`src/rtl/mul_share_pkg.sv`:
```
// -----------------------------------------------------------------------------
// mul_share_pkg
//   Shared definitions for the Mul-sharing arbiter: default multiplier latency,
//   the requester-index width helper and the tag carried alongside each product.
// -----------------------------------------------------------------------------
package mul_share_pkg;

    // Latency of the Versat Mul unit this block is normally paired with.
    localparam int MUL_LAT_DEFAULT = 4;

    // Tag id field is sized for the largest supported requester count (16).
    localparam int TAG_ID_W = 4;

    // Width of a requester index; never narrower than one bit.
    function automatic int idw(input int n);
        return (n < 2) ? 1 : $clog2(n);
    endfunction

    // One tag-pipe stage: a valid bit and the requester that owns the product.
    typedef struct packed {
        logic                vld;
        logic [TAG_ID_W-1:0] id;
    } tag_t;

endpackage

```
`src/rtl/rr_arbiter.sv`:
```
// -----------------------------------------------------------------------------
// rr_arbiter
//   Round-robin arbiter. The search starts at the priority pointer and wraps
//   modulo N; after a grant to i the pointer moves to (i+1) mod N. A run pulse
//   reloads the pointer with 0.
// Ports
//   clk, rst   clock, async active-high reset
//   run        reload the priority pointer with 0
//   advance    grants are allowed this cycle
//   req        request vector
//   grant      one-hot or zero, combinational
//   grant_id   index of the granted requester (0 when nothing is granted)
// -----------------------------------------------------------------------------
module rr_arbiter
    import mul_share_pkg::*;
#(
    parameter  int N  = 4,
    localparam int IW = idw(N)
) (
    input  logic          clk,
    input  logic          rst,
    input  logic          run,
    input  logic          advance,
    input  logic [N-1:0]  req,
    output logic [N-1:0]  grant,
    output logic [IW-1:0] grant_id
);

    logic [IW-1:0] ptr;
    logic [IW-1:0] idx;
    logic          found;
    int            pos;

    // NOTE: every signal driven here gets a default first, so no path through
    // the block leaves a value unassigned and no latch is inferred.
    always_comb begin
        grant    = '0;
        grant_id = '0;
        found    = 1'b0;
        idx      = '0;
        pos      = 0;
        for (int k = 0; k < N; k++) begin
            pos = int'(ptr) + k;
            if (pos >= N) pos = pos - N;
            idx = IW'(pos);
            if (advance && !found && req[idx]) begin
                found       = 1'b1;
                grant[idx]  = 1'b1;
                grant_id    = idx;
            end
        end
    end

    // NOTE: state registers use non-blocking assignments so every flop samples
    // the pre-edge values regardless of statement order.
    always_ff @(posedge clk or posedge rst) begin
        if (rst) begin
            ptr <= '0;
        end else if (run) begin
            ptr <= '0;
        end else if (found) begin
            ptr <= (grant_id == IW'(N - 1)) ? '0 : grant_id + IW'(1);
        end
    end

endmodule

```
`src/rtl/mul_share_arb.sv`:
```
// -----------------------------------------------------------------------------
// mul_share_arb
//   Shares one pipelined Mul unit (fixed latency, no valid/ready) between NREQ
//   requesters. One operand pair is issued per cycle in round-robin order; a
//   tag shift register matched to the Mul latency routes each product back to
//   its requester, 1+MUL_LAT clocks after the handshake.
// Ports
//   clk, rst    clock, async active-high reset
//   run         1-cycle pulse: new accelerator run (clears op_cnt and pointer)
//   running     grants are only given while high
//   req_valid   per-requester operand pair available
//   req_ready   one-hot or zero, requester accepted this cycle
//   req_in0/1   packed operands, requester i at [i*DATA_W +: DATA_W]
//   mul_in0/1   registered operands to Mul
//   mul_out0    product from Mul
//   rsp_valid   one-hot or zero, result for requester i this cycle
//   rsp_data    result, equal to mul_out0
//   busy        an operation sits in the issue register or the tag pipe
//   op_cnt      results delivered since the last run pulse (wraps)
// -----------------------------------------------------------------------------
module mul_share_arb
    import mul_share_pkg::*;
#(
    parameter int DATA_W  = 32,
    parameter int NREQ    = 4,
    parameter int MUL_LAT = MUL_LAT_DEFAULT
) (
    input  logic                   clk,
    input  logic                   rst,
    input  logic                   run,
    input  logic                   running,
    input  logic [NREQ-1:0]        req_valid,
    output logic [NREQ-1:0]        req_ready,
    input  logic [NREQ*DATA_W-1:0] req_in0,
    input  logic [NREQ*DATA_W-1:0] req_in1,
    output logic [DATA_W-1:0]      mul_in0,
    output logic [DATA_W-1:0]      mul_in1,
    input  logic [DATA_W-1:0]      mul_out0,
    output logic [NREQ-1:0]        rsp_valid,
    output logic [DATA_W-1:0]      rsp_data,
    output logic                   busy,
    output logic [31:0]            op_cnt
);

    localparam int IW = idw(NREQ);

    logic [NREQ-1:0]   grant;
    logic [IW-1:0]     grant_id;
    logic [DATA_W-1:0] sel_in0;
    logic [DATA_W-1:0] sel_in1;
    tag_t              tag0;
    tag_t              tag_pipe [MUL_LAT];
    tag_t              tag_last;

    rr_arbiter #(.N(NREQ)) u_arb (
        .clk      (clk),
        .rst      (rst),
        .run      (run),
        .advance  (running),
        .req      (req_valid),
        .grant    (grant),
        .grant_id (grant_id)
    );

    // The arbiter only grants valid requesters, so its grant is the handshake.
    assign req_ready = grant;

    // Operand mux driven by the one-hot grant.
    always_comb begin
        sel_in0 = '0;
        sel_in1 = '0;
        for (int i = 0; i < NREQ; i++) begin
            if (grant[i]) begin
                sel_in0 = req_in0[i*DATA_W +: DATA_W];
                sel_in1 = req_in1[i*DATA_W +: DATA_W];
            end
        end
    end

    // Issue stage. Operands hold when idle; Mul ignores them then.
    always_ff @(posedge clk or posedge rst) begin
        if (rst) begin
            mul_in0 <= '0;
            mul_in1 <= '0;
            tag0    <= '0;
        end else begin
            if (|grant) begin
                mul_in0 <= sel_in0;
                mul_in1 <= sel_in1;
            end
            tag0.vld <= |grant;
            tag0.id  <= TAG_ID_W'(grant_id);
        end
    end

    // Tag pipe. It shifts every cycle because Mul never stalls.
    // NOTE: the tag stages are reset, unlike a plain data delay line, because a
    // reset must discard every in-flight operation rather than let stale valid
    // bits emerge as responses.
    always_ff @(posedge clk or posedge rst) begin
        if (rst) begin
            for (int s = 0; s < MUL_LAT; s++) tag_pipe[s] <= '0;
        end else begin
            tag_pipe[0] <= tag0;
            for (int s = 1; s < MUL_LAT; s++) tag_pipe[s] <= tag_pipe[s-1];
        end
    end

    assign tag_last = tag_pipe[MUL_LAT-1];
    assign rsp_data = mul_out0;

    always_comb begin
        rsp_valid = '0;
        for (int i = 0; i < NREQ; i++) begin
            rsp_valid[i] = tag_last.vld && (tag_last.id == TAG_ID_W'(i));
        end
    end

    always_comb begin
        busy = tag0.vld;
        for (int s = 0; s < MUL_LAT; s++) busy = busy | tag_pipe[s].vld;
    end

    // A run pulse restarts the count, but a result arriving in the same cycle
    // already belongs to the new run.
    always_ff @(posedge clk or posedge rst) begin
        if (rst) begin
            op_cnt <= '0;
        end else if (run) begin
            op_cnt <= tag_last.vld ? 32'd1 : 32'd0;
        end else if (tag_last.vld) begin
            op_cnt <= op_cnt + 32'd1;
        end
    end

endmodule
```
`config.mk`:
```
export PLATFORM = sky130hd
export DESIGN_NAME = mul_share_arb
export DESIGN_NICKNAME = d
export VERILOG_FILES = /design/src/rtl/mul_share_pkg.sv /design/src/rtl/rr_arbiter.sv /design/src/rtl/mul_share_arb.sv
export SDC_FILE = /design/constraint.sdc
export NUM_CORES = 1
export LEC_CHECK = 0
export CORE_AREA = 2 2 169 171
export DETAILED_ROUTE_END_ITERATION = 7
export DIE_AREA = 0 0 171 173
export DONT_BUFFER_PORTS = 1
export GPL_ROUTABILITY_DRIVEN = 0
export HOLD_SLACK_MARGIN = 0.1
export PLACE_DENSITY = 0.42
export SLEW_MARGIN = 20
export SYNTH_ARGS = -nofsm -noshare
export SYNTH_HDL_FRONTEND = slang
export SYNTH_SLANG_ARGS = --single-unit
```
`constraint.sdc`:
```
create_clock -name clk -period 3.41 [get_ports clk]
set_input_delay 0.682 -clock clk [delete_from_list [all_inputs] [get_ports clk]]
set_output_delay 0.682 -clock clk [all_outputs]
set_load 0.01 [all_outputs]
```
==> results.py <==
metrics = {
    "worst_setup_path": {
        "rr_startpoint": "u_arb.ptr[0]$_DFFE_PP0P_",
        "r2r_setup_slack_ns": 0.43,
        "r2r_end": "mul_in1[5]$_DFFE_PP0P_",
        "r2r_cells": 10,
        "path_class": "reg2out",
        "cp-end-kind": "output port",
        "critPathMaxFanout": 20,
        "cp.required_ns": 2.73,
        "worstPathArrival_ns": 2.59,
        "cp-start-kind": "flop",
    },
    "route": {
        "drcViolationCount": 0,
        "drt_iter0_drc": 467,
        "dr.pass1.iters": 6,
        "routed_wl_mm": 30.8,
        "vias": 6893,
        "vias_per_cell": 5.97,
        "routedWlPerCell_um": 26.6,
        "ant_nets": 0,
    },
    "place": {
        "preCtsSetupSlack_ns": 0.257,
        "dp_hpwl_mm": 21.2,
        "io_buffer_count": 0,
        "place_inst": 1118,
    },
    "pwr": {
        "p_comb_share_pct": 38.3,
        "p_sw_share_pct": 39.8,
        "intPower_uw": 4050,
        "p_leak_uw": 0.00359,
        "p_seq_share_pct": 33.0,
        "power_frac_clock_pct": 28.6,
        "p_switching_uw": 2670,
        "power_density_nw_per_um2": 790,
        "vdd_ir_drop_max_mv": 0.320,
    },
    "clocking": {
        "cts_max_path_buffers": 2,
        "cts_root_buf": "clkbuf_16",
        "cts.sinks": 113,
        "cts_tree": "done",
        "ctsHoldBuffers": 0,
        "path_clk_slew_ns": 0.07,
        "cts_buffers": 17,
        "cts_max_level": 4,
        "clk_latency_ns": 0.42,
    },
    "timing": {
        "period_share_pct": 96.1,
        "tns_ns": 0,
        "slew_viol_final": 0,
        "finalSetupViolCount": 0,
        "worst_slack_ns": 0.134,
        "rsz0062_at_grt": "no",
        "worst_pin_slew_ns": 0.993,
        "slew_headroom_pct": 33.2,
        "hold_violations": 0,
        "skew_ns": 0.0102,
        "period_needed_ns": 3.28,
        "fmaxAchievable_ghz": 0.305,
    },
    "floorplan": {
        "die_x_um": 171,
        "die_h_um": 173,
        "core_area_um2": 27600,
        "rows": 61,
        "dieArea_um2": 29600,
        "initial_utilization_pct": 27.3,
        "num_io_pins": 433,
    },
    "cells_and_area": {
        "drive_gt1_share_pct": 11.1,
        "area_growth_pct": 12.7,
        "most-common-layout-cells": "nand4_1, a2bb2oi_1, dfrtp_1",
        "instances_no_fill": 1155,
        "layout_commonest_cell": "nand4_1",
        "regArea_um2": 2830,
        "nets": 1068,
        "fillCellCount": 2951,
        "multi_input_area_um2": 3910,
        "diodes": 0,
    },
    "global_route": {
        "antenna_found_initial": 1,
        "grt_pass1_vias": 6949,
        "grtUsageTotal_pct": 20.2,
        "grt_first_pass_wirelength_mm": 45.4,
        "grt_overflow_total": 0,
        "grt_max_degree": 86,
    },
    "synth": {
        "syn_inst": 836,
        "netlist.area_leader.share_pct": 37.4,
        "synth_edf_count": 0,
        "async_flop_share_pct": 100,
        "synth_top_area_cell": "dfrtp_1",
        "syn_area_um2": 7550,
        "yosysUniqueCellTypes": 46,
        "yosys_warnings": 0,
        "synth-seq-area-share_pct": 37.4,
        "synth_area_leaders": "dfrtp_1, a2bb2oi_1, nand4_1, o221ai_1, inv_1",
        "ys.flop_type": "dfrtp_1",
        "syn_nets": 1140,
        "synth-seq-cells": 113,
        "syn_area_per_cell_um2": 9.03,
    },
    "status": {
        "status": "complete, no violations",
    },
    "worst_hold_path": {
        "hp-class": "in2async",
    },
    "job": {
        "drv_cap": 0,
    },
}
-- synth_stat cells (2+ instances only) --
master and number:
nand4_1 135, a221o_1 2, a21oi_1 4, or4b_1 3, nor2b_1 4, and3_1 12, or3_1 2, a2bb2oi_1 128
and4_1 4, nand2b_1 2, and2_1 5, o221ai_1 64, clkbuf_1 28, nor3_1 5, inv_1 73, xnor2_1 10
ha_1 8, o21ai_0 7, buf_2 42, o21ai_1 3, buf_4 34, inv_2 3, mux4_2 2, dfrtp_1 113
xor2_1 21, nand2_1 24, buf_1 19, nor2_1 44, nand3_1 11, nor3b_1 5, mux2i_1 4
-- stage by stage --
| stage | power (uW) | area (um^2) | hold slack [ns] | utilization, % |
|---|---|---|---|---|
| floorplan | 3960 | 7560 | 0.331 | - |
| global placement | 4750 | 7770 | 0.332 | 28.1 |
| detailed placement | 4750 | 7770 | 0.335 | 28.1 |
| CTS | 6760 | 8450 | 0.249 | 30.6 |
| global route | 7150 | 8510 | 0.274 | 30.8 |
| finish | 6720 | 8510 | 0.239 | 30.8 |
-- registers in the layout (all words and copies together) (netlist names) --
register / flops
tag_pipe: 9
op_cnt: 32
mul_in1: 32
mul_in0: 32
u_arb.ptr: 2
tag0: 3
tag_last: 3
-- layer usage --
metal,vias to the layer above,GRT usage [%],wire [um]
met4,2,5.76,521
met5,-,0,15
met1,3463,26.0,12700
li1,3038,-,-
met2,351,33.2,15000
met3,39,5.06,2540
-- power groups by stage --
| stage | clock, uW | sequential [uW] | combinational (uW) |
|---|---|---|---|
| global placement | 0 | 2250 | 2500 |
| CTS | 1990 | 2230 | 2550 |
| finish | 1930 | 2220 | 2580 |
| floorplan | 0 | 2080 | 1870 |
| detailed placement | 0 | 2250 | 2500 |
| global route | 2060 | 2270 | 2830 |
-- repair_timing --
action / 4_1_cts / 5_1_grt
gates resized for setup: 5 / 7
gates cloned: 1 / 1
setup endpoints to repair: 3 / 3
setup buffers: 1 / 2
pin swaps: 1 / 0
endpoints found under the hold margin: 0 / 0
-- kinds of logic (layout without fill, tap and decap cells) --
kind of cell | count (synthesis) | in the layout | synth area share (%)
multiplexers | 6 | 7 | 1.13
AO/OA/AOI/OAI | 216 | 216 | 24.4
adder cells (fa/ha/maj) | 8 | 8 | 1.33
XOR/XNOR | 31 | 31 | 3.60
buffers and inverters | 199 | 139 | 12.3
AND/OR/NAND/NOR | 263 | 263 | 19.8
flip-flops | 113 | 113 | 37.4
-- area by class of cell --
cell class,instances,area share [%]
Clock inverter,15,2.31
Clock buffer,17,5.00
Sequential cell,113,33.2
Tap cell,378,5.56
Multi-Input combinational cell,525,45.9
Inverter,76,3.43
Timing Repair Buffer,31,4.54
-- critical path, cell delays in order, from the launching register on --
cell and delay [ns]:
dfrtp_1 0.37, inv_2 0.09, ha_4 0.33, mux4_2 0.58
nand2_1 0.11, o21ai_1 0.10, a211oi_4 0.28, buf_12 0.22
inv_1 0.10
-- worst max-delay path by stage --
stage | from | end | slack, ns | depth (start not counted)
final | u_arb.ptr[0]$_DFFE_PP0P_ | req_ready[2] | 0.13 | 8
after global routing | u_arb.ptr[0]$_DFFE_PP0P_ | req_ready[2] | 0.02 | 8
after CTS | u_arb.ptr[1]$_DFFE_PP0P_ | req_ready[2] | 0.002 | 8
after detailed placement | u_arb.ptr[0]$_DFFE_PP0P_ | mul_in1[11]$_DFFE_PP0P_ | 0.26 | 10
after global placement | u_arb.ptr[0]$_DFFE_PP0P_ | mul_in1[11]$_DFFE_PP0P_ | 0.31 | 10
after floorplan | u_arb.ptr[0]$_DFFE_PP0P_ | req_ready[2] | 0.09 | 10
(Power assumes the default switching activity.)
